### config.mk
export PLATFORM = sky130hd
export DESIGN_NAME = if_id_reg_flat
export DESIGN_NICKNAME = d
export VERILOG_FILES = /design/src/rtl/if_id_reg_if.sv /design/src/rtl/if_id_reg.sv /design/src/flat_wrapper.sv
export SDC_FILE = /design/constraint.sdc
export NUM_CORES = 1
export LEC_CHECK = 0
export ABC_AREA = 0
export CAP_MARGIN = 20
export CORE_MARGIN = 5
export CORE_UTILIZATION = 46
export CTS_CLUSTER_SIZE = 28
export DETAILED_ROUTE_END_ITERATION = 10
export PLACE_DENSITY_LB_ADDON = 0.08
export SLEW_MARGIN = 20
export SYNTH_ARGS = -nofsm -noshare
export SYNTH_HDL_FRONTEND = slang
export SYNTH_SLANG_ARGS = --single-unit
### constraint.sdc
create_clock -name clk -period 4.7 [get_ports clk]
set_input_delay 0.94 -clock clk [delete_from_list [all_inputs] [get_ports clk]]
set_output_delay 0.94 -clock clk [all_outputs]
set_load 0.005 [all_outputs]
### src/rtl/if_id_reg_if.sv
// IF/ID bus: fetch-side inputs and decode-side outputs of the IF/ID register.
// master = fetch/control side, slave = the pipeline register itself.
interface if_id_reg_if #(
    parameter int DATA_W = 32,
    parameter int CNT_W  = 16
);
    logic              IFIDwriteEn;
    logic              flush;
    logic [DATA_W-1:0] PC_plus4_in;
    logic [DATA_W-1:0] instr_in;
    logic              instr_valid_in;
    logic [DATA_W-1:0] PC_plus4_out;
    logic [DATA_W-1:0] instr_out;
    logic              valid_out;
    logic [CNT_W-1:0]  stall_cnt;
    logic [CNT_W-1:0]  bubble_cnt;

    modport master (
        output IFIDwriteEn, flush, PC_plus4_in, instr_in, instr_valid_in,
        input  PC_plus4_out, instr_out, valid_out, stall_cnt, bubble_cnt
    );

    modport slave (
        input  IFIDwriteEn, flush, PC_plus4_in, instr_in, instr_valid_in,
        output PC_plus4_out, instr_out, valid_out, stall_cnt, bubble_cnt
    );
endinterface

### src/rtl/if_id_reg.sv
// IF/ID pipeline register with stall hold, flush/invalid-fetch bubbles
// and saturating stall/bubble counters. Ports: clk, reset (sync, high), bus.
module if_id_reg #(
    parameter int              DATA_W    = 32,
    parameter logic [DATA_W-1:0] NOP_INSTR = 32'h0000_0000,
    parameter int              CNT_W     = 16
) (
    input  logic        clk,
    input  logic        reset,
    if_id_reg_if.slave  bus
);
    localparam logic [CNT_W-1:0] CNT_MAX = '1;

    logic [DATA_W-1:0] pc_q;
    logic [DATA_W-1:0] instr_q;
    logic              valid_q;
    logic [CNT_W-1:0]  stall_q;
    logic [CNT_W-1:0]  bubble_q;

    // Priority: reset > flush > stall > advance. A flush overrides a
    // simultaneous stall because the branch is older than the hazard.
    always_ff @(posedge clk) begin
        if (reset) begin
            pc_q     <= '0;
            instr_q  <= NOP_INSTR;
            valid_q  <= 1'b0;
            stall_q  <= '0;
            bubble_q <= '0;
        end else if (bus.flush) begin
            pc_q    <= bus.PC_plus4_in;
            instr_q <= NOP_INSTR;
            valid_q <= 1'b0;
            if (bubble_q != CNT_MAX)
                bubble_q <= bubble_q + 1'b1;
        end else if (!bus.IFIDwriteEn) begin
            if (stall_q != CNT_MAX)
                stall_q <= stall_q + 1'b1;
        end else begin
            pc_q <= bus.PC_plus4_in;
            if (bus.instr_valid_in) begin
                instr_q <= bus.instr_in;
                valid_q <= 1'b1;
            end else begin
                instr_q <= NOP_INSTR;
                valid_q <= 1'b0;
                if (bubble_q != CNT_MAX)
                    bubble_q <= bubble_q + 1'b1;
            end
        end
    end

    assign bus.PC_plus4_out = pc_q;
    assign bus.instr_out    = instr_q;
    assign bus.valid_out    = valid_q;
    assign bus.stall_cnt    = stall_q;
    assign bus.bubble_cnt   = bubble_q;
endmodule

### src/flat_wrapper.sv
// flat-port wrapper written by rule: the top's interface ports become plain ports
module if_id_reg_flat 
#(
    parameter int              DATA_W    = 32,
    parameter logic [DATA_W-1:0] NOP_INSTR = 32'h0000_0000,
    parameter int              CNT_W     = 16
)
  (clk, reset, bus_IFIDwriteEn, bus_flush, bus_PC_plus4_in, bus_instr_in, bus_instr_valid_in, bus_PC_plus4_out, bus_instr_out, bus_valid_out, bus_stall_cnt, bus_bubble_cnt);
  if_id_reg_if #(.DATA_W(DATA_W), .CNT_W(CNT_W)) bus_i ();
  input  logic clk;
  input  logic reset;
  input wire logic [$bits(bus_i.IFIDwriteEn)-1:0] bus_IFIDwriteEn;
  input wire logic [$bits(bus_i.flush)-1:0] bus_flush;
  input wire logic [$bits(bus_i.PC_plus4_in)-1:0] bus_PC_plus4_in;
  input wire logic [$bits(bus_i.instr_in)-1:0] bus_instr_in;
  input wire logic [$bits(bus_i.instr_valid_in)-1:0] bus_instr_valid_in;
  output wire logic [$bits(bus_i.PC_plus4_out)-1:0] bus_PC_plus4_out;
  output wire logic [$bits(bus_i.instr_out)-1:0] bus_instr_out;
  output wire logic [$bits(bus_i.valid_out)-1:0] bus_valid_out;
  output wire logic [$bits(bus_i.stall_cnt)-1:0] bus_stall_cnt;
  output wire logic [$bits(bus_i.bubble_cnt)-1:0] bus_bubble_cnt;
  assign bus_i.IFIDwriteEn = bus_IFIDwriteEn;
  assign bus_i.flush = bus_flush;
  assign bus_i.PC_plus4_in = bus_PC_plus4_in;
  assign bus_i.instr_in = bus_instr_in;
  assign bus_i.instr_valid_in = bus_instr_valid_in;
  assign bus_PC_plus4_out = bus_i.PC_plus4_out;
  assign bus_instr_out = bus_i.instr_out;
  assign bus_valid_out = bus_i.valid_out;
  assign bus_stall_cnt = bus_i.stall_cnt;
  assign bus_bubble_cnt = bus_i.bubble_cnt;
  if_id_reg #(.DATA_W(DATA_W), .NOP_INSTR(NOP_INSTR), .CNT_W(CNT_W)) u_core (.clk(clk), .reset(reset), .bus(bus_i));
endmodule
== Yosys cells after proc, flatten, opt, wreduce, memory -nomap -nowiden ==
Index checks and enable logic that the tools add are counted.

* Memories kept: 0
* Memory bits (writable): 0
* ROM bits: 0
* Input port bits: 69
* Register bits: 97
* Bits in latches: 0
* Word-level logic and storage cells: 24

* Bitwise operators: 2
* Reduce and logical (&&, ||, !) cells: 4
* $lt $le $gt $ge: 0
* Shifts and indexed selects: 0
* Multiply operators: 0
* Eq/ne operators: 3
* Add/subtract/negate cells: 2
* Muxes and demuxes: 8
* Divide/modulo/power cells: 0

{| class="wikitable"
|+ Operator list
! operator !! number
|-
| 2-to-1 mux 32 bit || 3
|-
| 2-to-1 mux 16 bit || 4
|-
| adder 16 x 1 -> 16 bit (second input constant) || 2
|-
| inequality test 16 bit (second input constant) || 2
|-
| AND reduction 3 bit || 1
|-
| inequality test 2 bit (second input constant) || 1
|-
| NOT 1 bit || 2
|-
| AND reduction 2 bit || 1
|-
| nonzero test 2 bit || 1
|-
| OR reduction 2 bit || 1
|-
| 2-to-1 mux 1 bit || 1
|}

== Logic depth before layout (Yosys ltp) ==
* Word-level depth: 5
* Depth in mapped cells: 7
* Depth with buffers taken out: 5

== Worst setup path after synthesis ==
No wires, ideal clock.

* Path kind: input-to-reg
* Start point: input bus_IFIDwriteEn
* End point: register u_core.stall_q[13] (netlist: u_core.bus.stall_cnt[13])
* Setup slack: 2,286 ps
* Cell stages on the path: 6
* Arrival: 2,343 ps
* Cells stage by stage: buf_6 > or2_1 > clkbuf_2 > or4_4 > or3_1 > a21oi_1

* Longest elaborated chain between the ends: 2

{| class="wikitable"
|+ Ends and longest elaborated chain
! element !! RTL line !! text
|-
| from (decl) || flat_wrapper.sv:12 || <nowiki>input wire logic [$bits(bus_i.IFIDwriteEn)-1:0] bus_IFIDwriteEn;</nowiki>
|-
| NOT 1 bit (no source line) || -- ||
|-
| AND reduction 3 bit (no source line) || -- ||
|-
| to (signal assigned) || if_id_reg.sv:37 || <nowiki>stall_q <= stall_q + 1'b1;</nowiki>
|-
| to (decl) || if_id_reg.sv:17 || <nowiki>logic [CNT_W-1:0] stall_q;</nowiki>
|}

No other way between the ends.
A chain may end at the register's enable or synchronous reset.

== Final worst setup path ==
* Start point: input bus_flush
* End point: register u_core.stall_q[13] (netlist: u_core.bus.stall_cnt[13])

* Longest elaborated chain between the ends: 2

{| class="wikitable"
|+ Ends and longest elaborated chain
! element !! RTL line !! text
|-
| from (decl) || flat_wrapper.sv:13 || <nowiki>input wire logic [$bits(bus_i.flush)-1:0] bus_flush;</nowiki>
|-
| NOT 1 bit (no source line) || -- ||
|-
| AND reduction 3 bit (no source line) || -- ||
|}

No other way between the ends.

==> results.md <==
* FF-to-FF Start: u_core.bus.bubble_cnt[0]
* Mapped Avg Cell Area at slightly above 8 um^2
* Reg2Reg Depth at 5
* WP data required at between 4 and 5 ns
* Commonest cells after routing, fill and taps aside: clkdlybuf4s50_1, dfxtp_1, a21oi_1, nand2_1, nor2_1
* Hold slack at ~0.45 ns
* Number of remaining DRC errors at 0
* Max VDD drop at between 0.15 and 0.2 mV
* Post-synthesis simple-gate area fraction at around 29%
* Share of the synthesized area in the top cell type at between 40% and 50%
* Synth Register Bits at 97
* Drt total wl at around 11,000 um
* Initial Utilization at between 40% and 50%
* DR pass1 iterations at 4
* Core footprint at between 8000 and 9000 um^2
* GPL Wtd Cong at 0.8249
* Share of cells above drive strength 1 at under 10%
* Crit path largest cell delay at ~0.58 ns
* Layout fillers at between 600 and 700
* Final clock skew at between 0.007 and 0.008 ns
* Commonest non-fill, non-tap cell in the layout: clkdlybuf4s50_1
* XOR/XNOR share of the synthesized area at less than 1%
* CTS Buf Count at 9
* Post-synthesis net count at around 560
* Gate Count Post-Synth at 486
* Total power divided by cell area at between 200 and 300 nW/um^2
* Chip height at about 100 um
* CP endpoint kind: flop
* Synth unique cells at 40
* Vias in the first global route at 3,873
* Post-route clock period utilization at between 50% and 60%
* Number of hold buffers added after CTS at 0
* Reg-to-reg slack, setup at about 2.5 ns
* Crit-path leading delay family: simple AND/OR/NAND/NOR gates
* Hold Path Class: flop to flop
* CTS HTree Levels at 3
* Fin Setup TNS at 0 ns
* Routed via count at around 4,000
* Cell taking the most area after synthesis: dfxtp_1
* Slowest stage cell, crit path: or4_4
* Slew headroom at 32.25%
* Max-cap violations at 0
* First-pass GRT wire length at 18,180 um
* Total track usage at between 20% and 30%
* Footprint of the multi-input gates at ~1900 um^2
* Final count of hold timing violations at 0
* Clock sink count at 97
* Tightest Pin Transition at approximately 1.0 ns
* Post-Syn Area at about 4000 um^2
* Combinational family with the most area after synthesis: simple AND/OR/NAND/NOR gates
* Buffers on Ports at 165
* Status: completed
* Die width at 102.9 um
* CTS max path bufs at 2
* Worst path depth at 6
* FF+latch area at 1942 um^2
* FFs w/ async S/R, synth at 0%
* Grt ovf at 0
* Initial antenna violation count at 0
* CP startpoint kind: input port
* Row count at 33
* Buf+Inv Stages, Crit Path at 2
* DP HPWL at 8149 um
* Mux cell area share after synthesis at about 1.7%
* CP endpoint: u_core.bus.stall_cnt[13]
* Post-synth EDFFs at 0
* Max-slew violation count at 0
* Crit path launch: bus_flush
* Final core occ at 70.90%
* Root Buffer: clkbuf_8
* Resized Gates After CTS at 0
* Tmin final at around 2.8 ns
* Clock Latency Late Sink at 0.34 ns
* Critical path fanouts, max at between 40 and 50
* Area Growth Syn to Fin at 48.22%
* Worst path cell trace: clkdlybuf4s50_1, or2_1, buf_4, or4_4, or3_1, a21oi_1
* CTS tree: built
* Main flop type after synthesis: dfxtp_1
* Register area share after synthesis at between 40% and 50%
* DR WL/cell at approximately 15 um
* Largest net degree at the start of global routing at 49
* Die ar. at ~11,000 um^2
* YS warnings at 0
* Detailed Route Iter0 Violations at 148
* Compound-Gate Fraction of Synth Area at ~16%
* Count of final setup violators at 0
* Pleak at 0.002057 uW
* Synth area leaders: dfxtp_1, a21oi_1, nand2_1
* Top Ports at between 150 and 200
* Final net count at 708
* Clk slew on worst S/H paths at around 0.090 ns
* Post-CTS Setup Inserts at 0
* Vias per std cell at about 5.3
* Worst flop-to-flop path endpoint: u_core.bus.bubble_cnt[14]
* Crit path kind: input port to flop
* Routed Antenna Nets at 0
* RSZ-0062 raised after global routing: false
* N_diodes at 0
* Post-synthesis adder-cell area fraction at less than 1%
* Fmax at about 360 MHz
* CP arrival at a little over 3 ns
-- cells by family after synthesis --
| logic type | count (synthesis) |
|---|---|
| and+or+nand+nor | 233 |
| buffers and inverters | 33 |
| adders and majority gates | 2 |
| AOI/OAI and AO/OA | 113 |
| xor gates and xnor gates | 2 |
| DFF | 97 |
| muxes | 6 |
-- area by class of cell --
type	count	area share, %
clock inverters	4	0.8930
multi-input cells	356	32.30
well taps	105	2.233
inverters	2	0.1276
clock buffers	11	2.573
flip-flops and latches	97	33.00
repair buffers	171	28.88
-- per-layer routing --
metal  track usage (%)  share of wire [%]  vias up
met1             25.70                 40     1828
met5                 0                  0        -
met2             36.41                 49      134
met4             7.869                1.6        0
li1                  -                  -     1984
met3             6.834                9.3       12
-- where the power goes --
part / switching, uW / internal, uW / leakage [uW]
Combinational: 78.3 / 115 / 0.00117
Sequential: 15.5 / 847 / 0.000791
Clock: 282 / 272 / 0.0000937
-- synth_stat cells (2+ instances only) --
cell type  instances
o211ai_1           3
a21oi_1           82
nand2_1           77
and3_1             4
xor2_1             2
ha_1               2
or3_1              8
nand2b_1           2
buf_1              3
o311ai_0           2
o41ai_1            2
buf_2              2
nor4_1             6
nor2_1            47
o2111ai_1          2
or4_1             10
nor2b_1           38
dfxtp_1           97
nand4_1           12
mux2_2             5
nor3_1             8
and4_1             2
or2_2              3
inv_1              2
o31ai_1            9
clkbuf_1          24
o21ai_0           11
nand3_1            9
-- registers in the layout (all words and copies together), names as in the netlist --
name,count
u_core.bus.valid_out,1
u_core.bus.bubble_cnt,16
u_core.bus.PC_plus4_out,32
u_core.bus.instr_out,32
u_core.bus.stall_cnt,16
-- worst min-delay path, cell delays in order (launching register included) --
cell and delay (ns):
dfxtp_1 0.32, nand2_1 0.05, a21oi_1 0.05
-- metrics by stage --
| step | setup slack [ns] | power (uW) | std cells | cell area [um^2] |
|---|---|---|---|---|
| floorplan | 2.286 | 949.3 | 486 | 3970 |
| global placement | 1.519 | 1069 | 730 | 5660 |
| detailed placement | 1.472 | 1074 | 730 | 5660 |
| CTS | 1.842 | 1623 | 745 | 5864 |
| global route | 1.816 | 1682 | 746 | 5884 |
| finish | 1.949 | 1610 | 746 | 5884 |
-- how the worst min path moves through the flow --
stage | from | to | slack (ns) | cells past startpoint
floorplan | u_core.bus.PC_plus4_out[0] | u_core.bus.PC_plus4_out[0] | 0.45 | 2
global placement | u_core.bus.PC_plus4_out[16] | u_core.bus.PC_plus4_out[16] | 0.44 | 2
detailed placement | u_core.bus.PC_plus4_out[2] | u_core.bus.PC_plus4_out[2] | 0.44 | 2
CTS | u_core.bus.PC_plus4_out[2] | u_core.bus.PC_plus4_out[2] | 0.46 | 2
global route | u_core.bus.PC_plus4_out[25] | u_core.bus.PC_plus4_out[25] | 0.47 | 2
finish | u_core.bus.PC_plus4_out[2] | u_core.bus.PC_plus4_out[2] | 0.45 | 2
Note: power is estimated with default switching activity, not from simulation.
